### config.mk
export PLATFORM = sky130hd
export DESIGN_NAME = measure_seq
export DESIGN_NICKNAME = d
export VERILOG_FILES = /design/src/rtl/measure_pkg.sv /design/src/rtl/measure_seq_sync_rise.sv /design/src/rtl/measure_seq.sv
export SDC_FILE = /design/constraint.sdc
export NUM_CORES = 1
export LEC_CHECK = 0
export BUFFER_PORTS_ARGS = -buffer_cell sky130_fd_sc_hd__buf_2
export CORE_MARGIN = 10
export CORE_UTILIZATION = 51
export DETAILED_ROUTE_END_ITERATION = 7
export MAX_ROUTING_LAYER = met4
export PLACE_DENSITY_LB_ADDON = 0.3
export SETUP_SLACK_MARGIN = 0.05
export SLEW_MARGIN = 5
export SYNTH_ARGS = -nofsm -noshare
export SYNTH_HDL_FRONTEND = slang
export SYNTH_SLANG_ARGS = --single-unit
### constraint.sdc
create_clock -name clk -period 2.49 [get_ports clk]
set_clock_uncertainty 0.1 [all_clocks]
set_input_delay 0.498 -clock clk [delete_from_list [all_inputs] [get_ports clk]]
set_output_delay 0.498 -clock clk [all_outputs]
set_load 0.02 [all_outputs]
### src/rtl/measure_pkg.sv
// Shared constants for the measurement sequencer: FSM encoding, default sizes
// and the fault fill used for channels whose conversion timed out.
package measure_pkg;

  localparam int CH_NUM_DEF = 20;
  localparam int DW_DEF     = 16;
  localparam int CHW_DEF    = 5;

  localparam logic [2:0] ST_IDLE   = 3'd0;
  localparam logic [2:0] ST_SEL    = 3'd1;
  localparam logic [2:0] ST_SETTLE = 3'd2;
  localparam logic [2:0] ST_CONV   = 3'd3;
  localparam logic [2:0] ST_WAIT   = 3'd4;
  localparam logic [2:0] ST_NEXT   = 3'd5;
  localparam logic [2:0] ST_DONE   = 3'd6;

  // A timed-out slot is filled entirely with this bit (all-ones fault code).
  localparam logic FAULT_FILL = 1'b1;

  function automatic int cnt_width(input int a, input int b);
    int m;
    m = (a > b) ? a : b;
    return (m < 2) ? 1 : $clog2(m + 1);
  endfunction

endpackage

### src/rtl/measure_seq_sync_rise.sv
// Two-flop synchronizer plus single-cycle rising-edge pulse for MCU strobes.
module sync_rise
  import measure_pkg::*;
(
  input  logic clk,
  input  logic rst,
  input  logic i_async,
  output logic o_rise
);

  logic r_meta;
  logic r_sync;
  logic r_last;

  // The chain keeps tracking the pin during reset; r_last is forced high so a
  // line already high when reset releases does not look like a new edge.
  always_ff @(posedge clk) begin
    r_meta <= i_async;
    r_sync <= r_meta;
    if (rst) begin
      r_last <= 1'b1;
    end else begin
      r_last <= r_sync;
    end
  end

  assign o_rise = r_sync & ~r_last;

endmodule

### src/rtl/measure_seq.sv
// Measurement sequencer: per start edge, steps all channels through mux select,
// settle, one ADC conversion and result capture, then holds results with done.
module measure_seq
  import measure_pkg::*;
#(
  parameter int CH_NUM      = CH_NUM_DEF,
  parameter int DW          = DW_DEF,
  parameter int CHW         = CHW_DEF,
  parameter int SETTLE_CYC  = 1000,
  parameter int TIMEOUT_CYC = 50000
) (
  input  logic                 clk,
  input  logic                 rst,
  input  logic                 start_sig,
  input  logic [DW-1:0]        adc_data,
  input  logic                 adc_done,
  output logic [CHW-1:0]       ch_sel,
  output logic                 adc_start,
  output logic                 busy,
  output logic                 done_sig,
  output logic [CH_NUM-1:0]    err,
  output logic [CH_NUM*DW-1:0] data
);

  localparam int CNTW = cnt_width(SETTLE_CYC, TIMEOUT_CYC);
  localparam logic [CNTW-1:0] SETTLE_LAST  = CNTW'(SETTLE_CYC - 1);
  localparam logic [CNTW-1:0] TIMEOUT_LAST = CNTW'(TIMEOUT_CYC - 1);
  localparam logic [CHW-1:0]  LAST_CH      = CHW'(CH_NUM - 1);

  logic                         w_start_rise;
  logic [2:0]                   r_state;
  logic [CHW-1:0]               r_idx;
  logic [CNTW-1:0]              r_cnt;
  logic [CHW-1:0]               r_ch_sel;
  logic                         r_adc_start;
  logic                         r_busy;
  logic                         r_done;
  logic [CH_NUM-1:0]            r_err;
  logic [CH_NUM-1:0][DW-1:0]    r_slot;

  sync_rise u_start_sync (
    .clk     (clk),
    .rst     (rst),
    .i_async (start_sig),
    .o_rise  (w_start_rise)
  );

  // Sequencer FSM; every output is a register updated here.
  always_ff @(posedge clk) begin
    if (rst) begin
      r_state     <= ST_IDLE;
      r_idx       <= '0;
      r_cnt       <= '0;
      r_ch_sel    <= '0;
      r_adc_start <= 1'b0;
      r_busy      <= 1'b0;
      r_done      <= 1'b0;
      r_err       <= '0;
      r_slot      <= '0;
    end else begin
      r_adc_start <= 1'b0;
      case (r_state)
        ST_IDLE, ST_DONE: begin
          if (w_start_rise) begin
            r_busy  <= 1'b1;
            r_done  <= 1'b0;
            r_err   <= '0;
            r_slot  <= '0;
            r_idx   <= '0;
            r_state <= ST_SEL;
          end
        end
        ST_SEL: begin
          r_ch_sel <= r_idx;
          r_cnt    <= '0;
          r_state  <= ST_SETTLE;
        end
        ST_SETTLE: begin
          // Request goes out registered so it is high exactly during CONV.
          if (r_cnt == SETTLE_LAST) begin
            r_cnt       <= '0;
            r_adc_start <= 1'b1;
            r_state     <= ST_CONV;
          end else begin
            r_cnt <= r_cnt + CNTW'(1);
          end
        end
        ST_CONV: begin
          r_cnt   <= '0;
          r_state <= ST_WAIT;
        end
        ST_WAIT: begin
          // A result arriving on the timeout cycle still counts as good data.
          if (adc_done) begin
            r_slot[r_idx] <= adc_data;
            r_state       <= ST_NEXT;
          end else if (r_cnt == TIMEOUT_LAST) begin
            r_slot[r_idx] <= {DW{FAULT_FILL}};
            r_err[r_idx]  <= 1'b1;
            r_state       <= ST_NEXT;
          end else begin
            r_cnt <= r_cnt + CNTW'(1);
          end
        end
        ST_NEXT: begin
          if (r_idx == LAST_CH) begin
            r_busy  <= 1'b0;
            r_done  <= 1'b1;
            r_state <= ST_DONE;
          end else begin
            r_idx   <= r_idx + CHW'(1);
            r_state <= ST_SEL;
          end
        end
        default: begin
          r_state <= ST_IDLE;
        end
      endcase
    end
  end

  assign ch_sel    = r_ch_sel;
  assign adc_start = r_adc_start;
  assign busy      = r_busy;
  assign done_sig  = r_done;
  assign err       = r_err;
  assign data      = r_slot;

endmodule

* Word-level counts from Yosys, hierarchy flattened *
Index checks and enable logic that the tools add are counted.

storage, ports and cells
  register bits after elaboration = 375
  latch bits = 0
  RAM bits = 0
  ROM bits = 0
  bits of input ports = 20
  output and inout port bits = 348
  logic and storage cells = 104
  memories = 0

cells by class
  $add $sub $neg = 2
  $mul = 0
  divide/modulo/power cells = 0
  $lt $le $gt $ge = 2
  equality and inequality tests = 17
  shift operators = 0
  multiplexer cells = 33
  bitwise operators = 5
  reductions and logical operators = 14

operators with widths
  operator                 number
  $mux W320                3
  $pmux W320 S2            1
  $bwmux W320              1
  $or A320 B320 Y320       1
  $demux W16 S5            1
  $mux W16                 4
  $mux W20                 3
  $pmux W16 S3             1
  $pmux W20 S2             1
  $or A20 B20 Y20          1
  $pmux W3 S6              1
  $add A16 B1 Y16 const B  1
  $eq A16 B10 Y1 const B   1
  $eq A16 B16 Y1 const B   1
  $mux W3                  5
  $reduce_and A3 Y1        5
  $ne A2 B2 Y1 const B     6
  $mux W5                  2
  $pmux W5 S2              1
  $eq A3 B3 Y1 const B     3
  $eq A3 B2 Y1 const B     2
  $lt A5 B6 Y1 const B     1
  $mux W1                  6
  $reduce_or A2 Y1         3
  other kinds (15)         18

* Depth between registers and ports, before layout *
Gate-level depths: netlist (run 1).

  depth in word-level cells = 8
  mapped depth = 8
  mapped depth without buffers = 7

* By module *
From an unflattened synthesis (run 1), not the netlist that was laid out.

unflattened totals
  cell total of the unflattened synthesis = 1,464
  area, all modules = 14,111.0 µm²

modules (own cells, without submodules)
  module       times used  cells each  area each (µm²)  seq. area each (µm²)
  measure_seq  1           1,459       14,038.5         7,447.1
  sync_rise    1           5           72.6             60.1

* Worst setup path after synthesis (run 1) *
No wires, ideal clock.

  path type = input port to flip-flop
  from = input rst
  to = register r_err[11], in the netlist err[11]
  setup time = 0.128 ns
  arrival time = 1.746 ns
  data required time = 2.262 ns
  path slack = 0.517 ns
  cell stages on the path = 5
  buffers on the path = 3
  cells stage by stage = clkbuf_1 > clkbuf_1 > nand2b_1 > clkbuf_1 > nor2_1

RTL lines
  element                          RTL line           source
  from (decl)                      measure_seq.sv:13  input logic rst,
  to (signal assigned)             measure_seq.sv:58  r_err <= '0;
  to (signal assigned)             measure_seq.sv:67  r_err <= '0;
  to (signal, indexed assignment)  measure_seq.sv:99  r_err[r_idx] <= 1'b1;
  to (decl)                        measure_seq.sv:38  logic [CH_NUM-1:0] r_err;

* Worst setup path after layout (run 1) *
  from = register r_idx[0]
  to = register r_slot, in the netlist data[262]

on the way
  longest elaborated chain between the ends = 8
  elaborated cells on any way between the ends = 10
  classes of those cells = 2 x order compare; 6 x mux; 1 x bitwise; 1 x reduce/logical

ends and longest elaborated chain
  element                                                                    RTL line                              source
  from (decl)                                                                measure_seq.sv:32                     logic [CHW-1:0] r_idx;
  from (signal assigned)                                                     measure_seq.sv:111                    r_idx <= r_idx + CHW'(1);
  $lt A5 B6 Y1 (implied by the code) / $ge A5 B1 Y1 (equally long branches)  measure_seq.sv:95, measure_seq.sv:98
  $logic_and A1 B1 Y1 (implied by the code)                                  measure_seq.sv:95, measure_seq.sv:98
  $mux W16 (implied by the code)                                             measure_seq.sv:95, measure_seq.sv:98
  $demux W16 S5 (*)                                                          measure_seq.sv:95, measure_seq.sv:98
  $or A320 B320 Y320 (no source line)                                        -
  $mux W320                                                                  measure_seq.sv:97                     end else if (r_cnt == TIMEOUT_LAST) begin
  $mux W320 (*)                                                              measure_seq.sv:94                     if (adc_done) begin
  $pmux W320 S2 (*)                                                          measure_seq.sv:62                     case (r_state)
  to (signal, indexed assignment)                                            measure_seq.sv:95                     r_slot[r_idx] <= adc_data;
  to (signal, indexed assignment)                                            measure_seq.sv:98                     r_slot[r_idx] <= {DW{FAULT_FILL}};
  to (decl)                                                                  measure_seq.sv:39                     logic [CH_NUM-1:0][DW-1:0] r_slot;

Every way passes the cells marked *; elsewhere a longest branch is shown, timed or not. The select of a mux whose other input is x is not followed.
A chain may end at the register's enable or synchronous reset.

==> out/results.tsv, run 1 <==
stage	metric	value	unit
outcome	status	complete, no violations	
clock_network	cts_made_buffers	38	
logic_synthesis	synth_area	12600	µm²
detailed_routing	drt-initial-drc-count	1101	
floorplan	fp-row-count	57	
clock_network	clk_pin_slew_worst_paths	0.06	ns
sta	finalCriticalPeriod	2.29	ns
placement	postPlaceCellArea	15000	µm²
logic_synthesis	yosys.area.top_type	dfxtp_1	
logic_synthesis	synthFlopType	dfxtp_1	
power	power	12.4	mW
grt	grt_use_total	26.9	%
worst_setup_path	r2r-start	r_idx[0]	
grt	antenna_found_initial	2	
worst_setup_path	endpoint_kind	flop	
worst_setup_path	rr_endpoint	data[262]	
logic_synthesis	syn_nets	1138	
clock_network	cts_tree	built	
finish	finalNonFillerCells	1845	
flow_run	max_cap_viol_count	0	
worst_setup_path	crit_path_max_incr_delay	0.40	ns
clock_network	clk_latency	0.51	ns
worst_setup_path	arrival	2.59	ns
detailed_routing	dr.pass1.iters	5	
power	peakVddDrop	0.463	mV
floorplan	die_area	31500	µm²
logic_synthesis	syn_area_per_cell	11.4	µm²
sta	relSlewSlack	56.9	%
placement	place_inst	1774	
floorplan	start_util	51.9	%
worst_setup_path	cp-start-kind	flop	
finish	mostFrequentLayoutCell	dfxtp_1	
sta	drv_slew	0	
worst_setup_path	worst-r2r-setup-slack	0.20	ns
placement	place_congestion	0.865	
worst_setup_path	crit_slowest_cell	nor2b_2	
detailed_routing	drc_errors	0	
sta	setup_viol	0	
finish	drive_above_1_share	36.4	%
sta	rsz0062_at_grt	false	
worst_setup_path	setup.worst_path.start	r_idx[0]	
clock_network	cts.sinks	375	
worst_setup_path	path_buf_inv	1	
grt	grt-ovfl-total	0	
floorplan	fp.dieH	177	µm
grt	grt_pass1_vias	10700	
detailed_routing	vias	10900	
clock_network	clockBufferDepth	3	
worst_setup_path	endpoint	data[262]	
worst_setup_path	crit_fanout	16	
hold_path	hp-class	input pin to flop	
logic_synthesis	synth_top_area_share	59.4	%
logic_synthesis	async_flop_share	0	%
detailed_routing	wirelength	43.8	mm
worst_setup_path	path_delay_family	simple AND/OR/NAND/NOR gates	
finish	final_cell_mix	375 x dfxtp_1, 367 x buf_2, 320 x a22o_1	
worst_setup_path	required	2.79	ns
detailed_routing	viasPerCell	5.90	
logic_synthesis	synthTopCellsByArea	dfxtp_1 59%, a22o_1 22%, buf_2 3.2%, nor2_2 2.0%, nand2_1 1.7%	
grt	grt_max_degree	24	
grt	grt_pass1_wl	65.1	mm
sta	setup_tns	0	ns
floorplan	core_area	24400	µm²
sta	period_share	92.1	%
finish	fill_cells	1950	
sta	hold_viol	0	
floorplan	die_x	177	µm
placement	dp_hpwl	31.2	mm
logic_synthesis	syn_inst	1113	
hold_path	whs_path_depth	2	
worst_setup_path	path_class	flop to flop	
logic_synthesis	ys_seq_elements	375	
power	powerDensity	754	nW/µm²
placement	port_buffers	367	
sta	fin_ws	0.196	ns
logic_synthesis	seq_area_frac_synth	59.4	%
worst_setup_path	cp_cell_sequence	inv_1 > ha_1 > nor2b_2 > nand2_1 > a21oi_1 > nor2_4 > a22o_1	
worst_setup_path	r2r_cells	7	
placement	pre_cts_slack	0.00871	ns
logic_synthesis	yosysWarnings	0	
floorplan	boundaryPins	368	
logic_synthesis	ys_types	52	
detailed_routing	drt.antenna.violating_nets	0	
logic_synthesis	synth_edf_count	0	
worst_setup_path	path_depth	7	
detailed_routing	wire_per_inst	23.7	µm
clock_network	cts-root-buf	clkbuf_16	
finish	areaGrowthSynthToFinish	29.5	%
sta	fmax	436	MHz
power	p_leak	7.71	nW
sta	worst_slew_pin_slew	0.646	ns
finish	nets	1517	
finish	final_cell_area	16400	µm²
clock_network	htreeDepth	2	
==> registers in the layout (all words and copies together) (netlist names), 3 cells and up <==
name     cells
ch_sel       5
err         20
r_idx        5
r_cnt       16
data       320
r_state      3
==> timing repair <==
item | CTS | global route
pin swaps | 0 | 1
resized for setup | 2 | 22
hold buffers | 1 | 0
hold endpoints to repair | 1 | 0
setup buffers | 0 | 1
endpoints found under the setup margin | 18 | 291
==> Yosys cell counts, types with 3 or more instances <==
cell	count
a21oi_1	31
a22o_1	320
a31oi_1	11
a41oi_1	8
and3_1	6
and4_1	3
buf_1	3
buf_2	80
clkbuf_1	16
dfxtp_1	375
ha_1	5
inv_1	5
mux2i_1	5
nand2_1	56
nand2b_1	3
nand3_1	14
nand3b_1	3
nand4_1	7
nor2_1	51
nor2_2	40
nor2b_1	7
nor3_1	5
nor4_1	3
o21ai_0	5
xnor2_1	10
xor2_1	9
==> per-stage QoR <==
stage | utilization, % | hold slack (ns)
after floorplan | - | 0.210
after global placement | 61.4 | 0.216
after detailed placement | 61.4 | 0.228
after CTS | 66.7 | 0.175
after global routing | 67.2 | 0.196
final | 67.2 | 0.190
==> logic make-up (layout without fill, tap and decap cells) <==
logic type,Yosys count,after routing,share of synthesized area (%)
muxes,5,5,0.396
and+or+nand+nor,213,213,8.67
other,0,2,0
AOI/OAI and AO/OA,390,390,25.7
xor gates and xnor gates,19,19,1.32
buffers and inverters,106,512,4.03
DFF,375,375,59.4
adders and majority gates,5,5,0.495
==> worst register-to-register path: stages, from the launching register on <==
cell     delay, ns
dfxtp_1       0.37
inv_1         0.12
ha_1          0.35
nor2b_2       0.40
nand2_1       0.16
a21oi_1       0.28
nor2_4        0.14
a22o_1        0.27
==> power by group <==
part / switching (mW) / internal, mW / leakage (nW)
clock: 2.34 / 3.46 / 0.621
sequential: 0.0140 / 6.01 / 3.02
combinational: 0.395 / 0.129 / 4.06
total: 2.75 / 9.60 / 7.71
==> how the worst min path moves through the flow <==
stage | from | to | slack [ns]
floorplan | u_start_sync.r_meta | u_start_sync.r_sync | 0.21
global placement | u_start_sync.r_meta | u_start_sync.r_sync | 0.22
detailed placement | u_start_sync.r_meta | u_start_sync.r_sync | 0.23
CTS | rst | busy | 0.17
global route | rst | busy | 0.20
finish | rst | busy | 0.19
==> routing by layer <==
layer	vias to the layer above	routed length [µm]	global-route usage, %
met2	599	20300	41.7
met4	0	1540	10.0
met3	91	4070	5.91
met5	-	0	-
li1	4894	-	-
met1	5310	17900	33.9
==> final cells by class <==
| type | count | area [µm²] | area share (%) |
|---|---|---|---|
| well taps | 324 | 405 | 2.47 |
| flip-flops and latches | 375 | 7510 | 45.8 |
| inverters | 5 | 18.8 | 0.115 |
| diodes | 2 | 5.00 | 0.0306 |
| clock buffers | 55 | 1130 | 6.87 |
| repair buffers | 440 | 2410 | 14.7 |
| clock inverters | 12 | 150 | 0.917 |
| multi-input cells | 632 | 4760 | 29.0 |
No activity file was read; power rests on OpenSTA's default activity.
==> run 2: changes to the inputs <==
ABC_AREA = 1   (was unset)
CORE_UTILIZATION = 56   (was 51)
REMOVE_ABC_BUFFERS = 1   (was unset)
==> out/results.tsv, run 2 <==
stage	metric	value	unit	change
outcome	status	complete, no violations		
power	peakVddDrop	0.575	mV	+24%
finish	nets	3521		+130%
worst_setup_path	worst-r2r-setup-slack	0.18	ns	-0.02 ns
logic_synthesis	syn_area_per_cell	6.12	µm²	-46%
worst_setup_path	path_class	flop to flop		
detailed_routing	drt.antenna.violating_nets	0		unchanged
worst_setup_path	r2r_cells	10		+3
floorplan	start_util	56.6	%	+4.7 points
grt	grt_pass1_wl	113	mm	+73%
detailed_routing	wirelength	74.3	mm	+70%
logic_synthesis	synthFlopType	dfxtp_1		
clock_network	clk_pin_slew_worst_paths	0.07	ns	about the same
logic_synthesis	synthTopCellsByArea	dfxtp_1 39%, nand2_1 17%, nor2_1 9.3%, inv_1 9.0%, a21oi_1 7.8%		
clock_network	clockBufferDepth	3		unchanged
finish	antenna-diode-count	0		-2
sta	setup_tns	0	ns	unchanged
hold_path	whs_path_depth	0		-2
logic_synthesis	ys_seq_elements	375		unchanged
finish	drive_above_1_share	16.6	%	-20 points
sta	setup_viol	0		unchanged
grt	antenna_found_initial	0		-2
sta	period_share	92.9	%	+0.80 points
worst_setup_path	setup.worst_path.start	r_state[1]		
clock_network	clk_latency	0.54	ns	+0.03 ns
grt	grt_max_degree	138		+480%
logic_synthesis	synth_top_area_share	38.6	%	-21 points
floorplan	fp-row-count	68		+19%
worst_setup_path	crit_fanout	31		+15
logic_synthesis	ys_types	31		-40%
placement	place_congestion	1.03		+19%
logic_synthesis	async_flop_share	0	%	unchanged
hold_path	hold_path_end	u_start_sync.r_sync		
sta	finalCriticalPeriod	2.31	ns	+0.0199 ns
sta	worst_slew_pin_slew	0.966	ns	+0.320 ns
detailed_routing	drc_errors	0		unchanged
clock_network	cts_tree	built		
clock_network	cts_made_buffers	41		+7.9%
placement	place_inst	3907		+120%
floorplan	fp.dieH	206	µm	+16%
sta	rsz0062_at_grt	false		
clock_network	htreeDepth	2		unchanged
finish	final_cell_mix	895 x nand2_1, 467 x nor2_1, 463 x inv_1		
logic_synthesis	synth_area	19400	µm²	+54%
worst_setup_path	required	2.82	ns	+0.03 ns
floorplan	boundaryPins	368		unchanged
finish	finalNonFillerCells	3980		+120%
grt	grt_use_total	34.3	%	+7.4 points
clock_network	cts-root-buf	clkbuf_16		
sta	fmax	432	MHz	-0.86%
logic_synthesis	syn_inst	3180		+190%
finish	final_cell_area	23500	µm²	+43%
finish	largest_reg_flops	320		unchanged
sta	hold_viol	0		unchanged
detailed_routing	vias	21900		+100%
floorplan	die_x	206	µm	+16%
finish	areaGrowthSynthToFinish	20.6	%	
power	powerDensity	828	nW/µm²	+9.8%
grt	grt-ovfl-total	0		unchanged
placement	dp_hpwl	50.8	mm	+63%
logic_synthesis	yosysWarnings	0		unchanged
flow_run	max_cap_viol_count	0		unchanged
logic_synthesis	synth_most_common_cell	nand2_1		
grt	grt_pass1_vias	20300		+90%
logic_synthesis	yosys.area.top_type	dfxtp_1		
placement	port_buffers	367		unchanged
logic_synthesis	synthTopCellsByCount	896 x nand2_1, 483 x nor2_1, 464 x inv_1, 375 x dfxtp_1, 303 x a21oi_1		
floorplan	die_area	42600	µm²	+35%
worst_setup_path	cp-start-kind	flop		
logic_synthesis	synth_edf_count	0		unchanged
hold_path	hp-class	flop to flop		
detailed_routing	wire_per_inst	18.7	µm	-21%
placement	postPlaceCellArea	22100	µm²	+47%
finish	mostFrequentLayoutCell	nand2_1		
floorplan	core_area	34400	µm²	+41%
worst_setup_path	rr_endpoint	data[175]		
detailed_routing	drt-initial-drc-count	2156		+96%
detailed_routing	viasPerCell	5.50		-6.8%
detailed_routing	dr.pass1.iters	8		+3
logic_synthesis	seq_area_frac_synth	38.6	%	-21 points
power	p_leak	12.3	nW	+60%
sta	relSlewSlack	35.5	%	-21 points
worst_setup_path	endpoint_kind	flop		
sta	drv_slew	0		unchanged
clock_network	cts.sinks	375		unchanged
worst_setup_path	r2r-start	r_state[1]		
worst_setup_path	arrival	2.65	ns	+0.06 ns
hold_path	worstHoldStart	u_start_sync.r_meta		
[run 2: logic make-up after synthesis]
kind of cell,after synthesis,share of synthesized area (%)
adder cells (fa/ha/maj),5,0.322
AND/OR/NAND/NOR,1561,32.7
flip-flops,375,38.6
XOR/XNOR,3,0.135
buffers and inverters,673,13.7
AO/OA/AOI/OAI,563,14.5
[run 2: worst max path at each step]
stage                     slack [ns]         to  cells after the start
after global placement          0.10  data[136]                     10
final                           0.18  data[175]                     10
after detailed placement        0.07  data[312]                     10
after floorplan                -5.26   r_idx[2]                      3
after global routing            0.08   r_cnt[0]                     10
after CTS                       0.15   data[33]                      7
[run 2: repair_timing]
| action | CTS | global route |
|---|---|---|
| endpoints found under the hold margin | 1 | 0 |
| setup endpoints to repair | 0 | 24 |
| hold buffers | 1 | 0 |
| buffers inserted | 0 | 0 |
| resized for setup | 0 | 3 |
[run 2: layout make-up]
class | instances | area (µm²)
Timing Repair Buffer | 475 | 2870
Inverter | 471 | 1780
Sequential cell | 375 | 7510
Multi-Input combinational cell | 2132 | 9370
Tap cell | 455 | 569
Clock inverter | 15 | 163
Fill cell | 3080 | 10900
Clock buffer | 57 | 1200
[run 2: critical path: stages, from the launching register on]
cell	delay, ns
dfxtp_1	0.44
nor2_2	0.09
nand2_2	0.13
buf_6	0.29
nand2_4	0.19
buf_12	0.22
nand3_1	0.14
buf_4	0.29
nand2_1	0.12
nand2_1	0.10
nor2_1	0.07
[run 2: metal layers]
metal | share of wire [%] | vias to the layer above | global-route usage (%)
li1 | - | 10400 | -
met1 | 39 | 10100 | 41.8
met2 | 45 | 1133 | 51.9
met3 | 9.8 | 267 | 7.65
met4 | 6.0 | 0 | 19.2
met5 | 0 | - | -
[run 2: per-stage QoR]
step           utilization, %  setup WS [ns]  hold WS [ns]  total power, mW
6_report                 68.3          0.176         0.246             19.4
5_1_grt                  68.3         0.0780         0.256             20.4
4_1_cts                  68.2          0.145         0.245             19.4
3_5_place_dp             64.2         0.0689         0.226             13.2
3_3_place_gp             64.2          0.102         0.218             13.0
2_1_floorplan               -          -5.26         0.210             11.2
[run 2: where the power goes]
group / total (mW) / internal (mW) / switching (mW)
Clock: 6.24 / 3.67 / 2.57
Combinational: 5.76 / 1.78 / 3.98
Sequential: 7.42 / 6.82 / 0.594
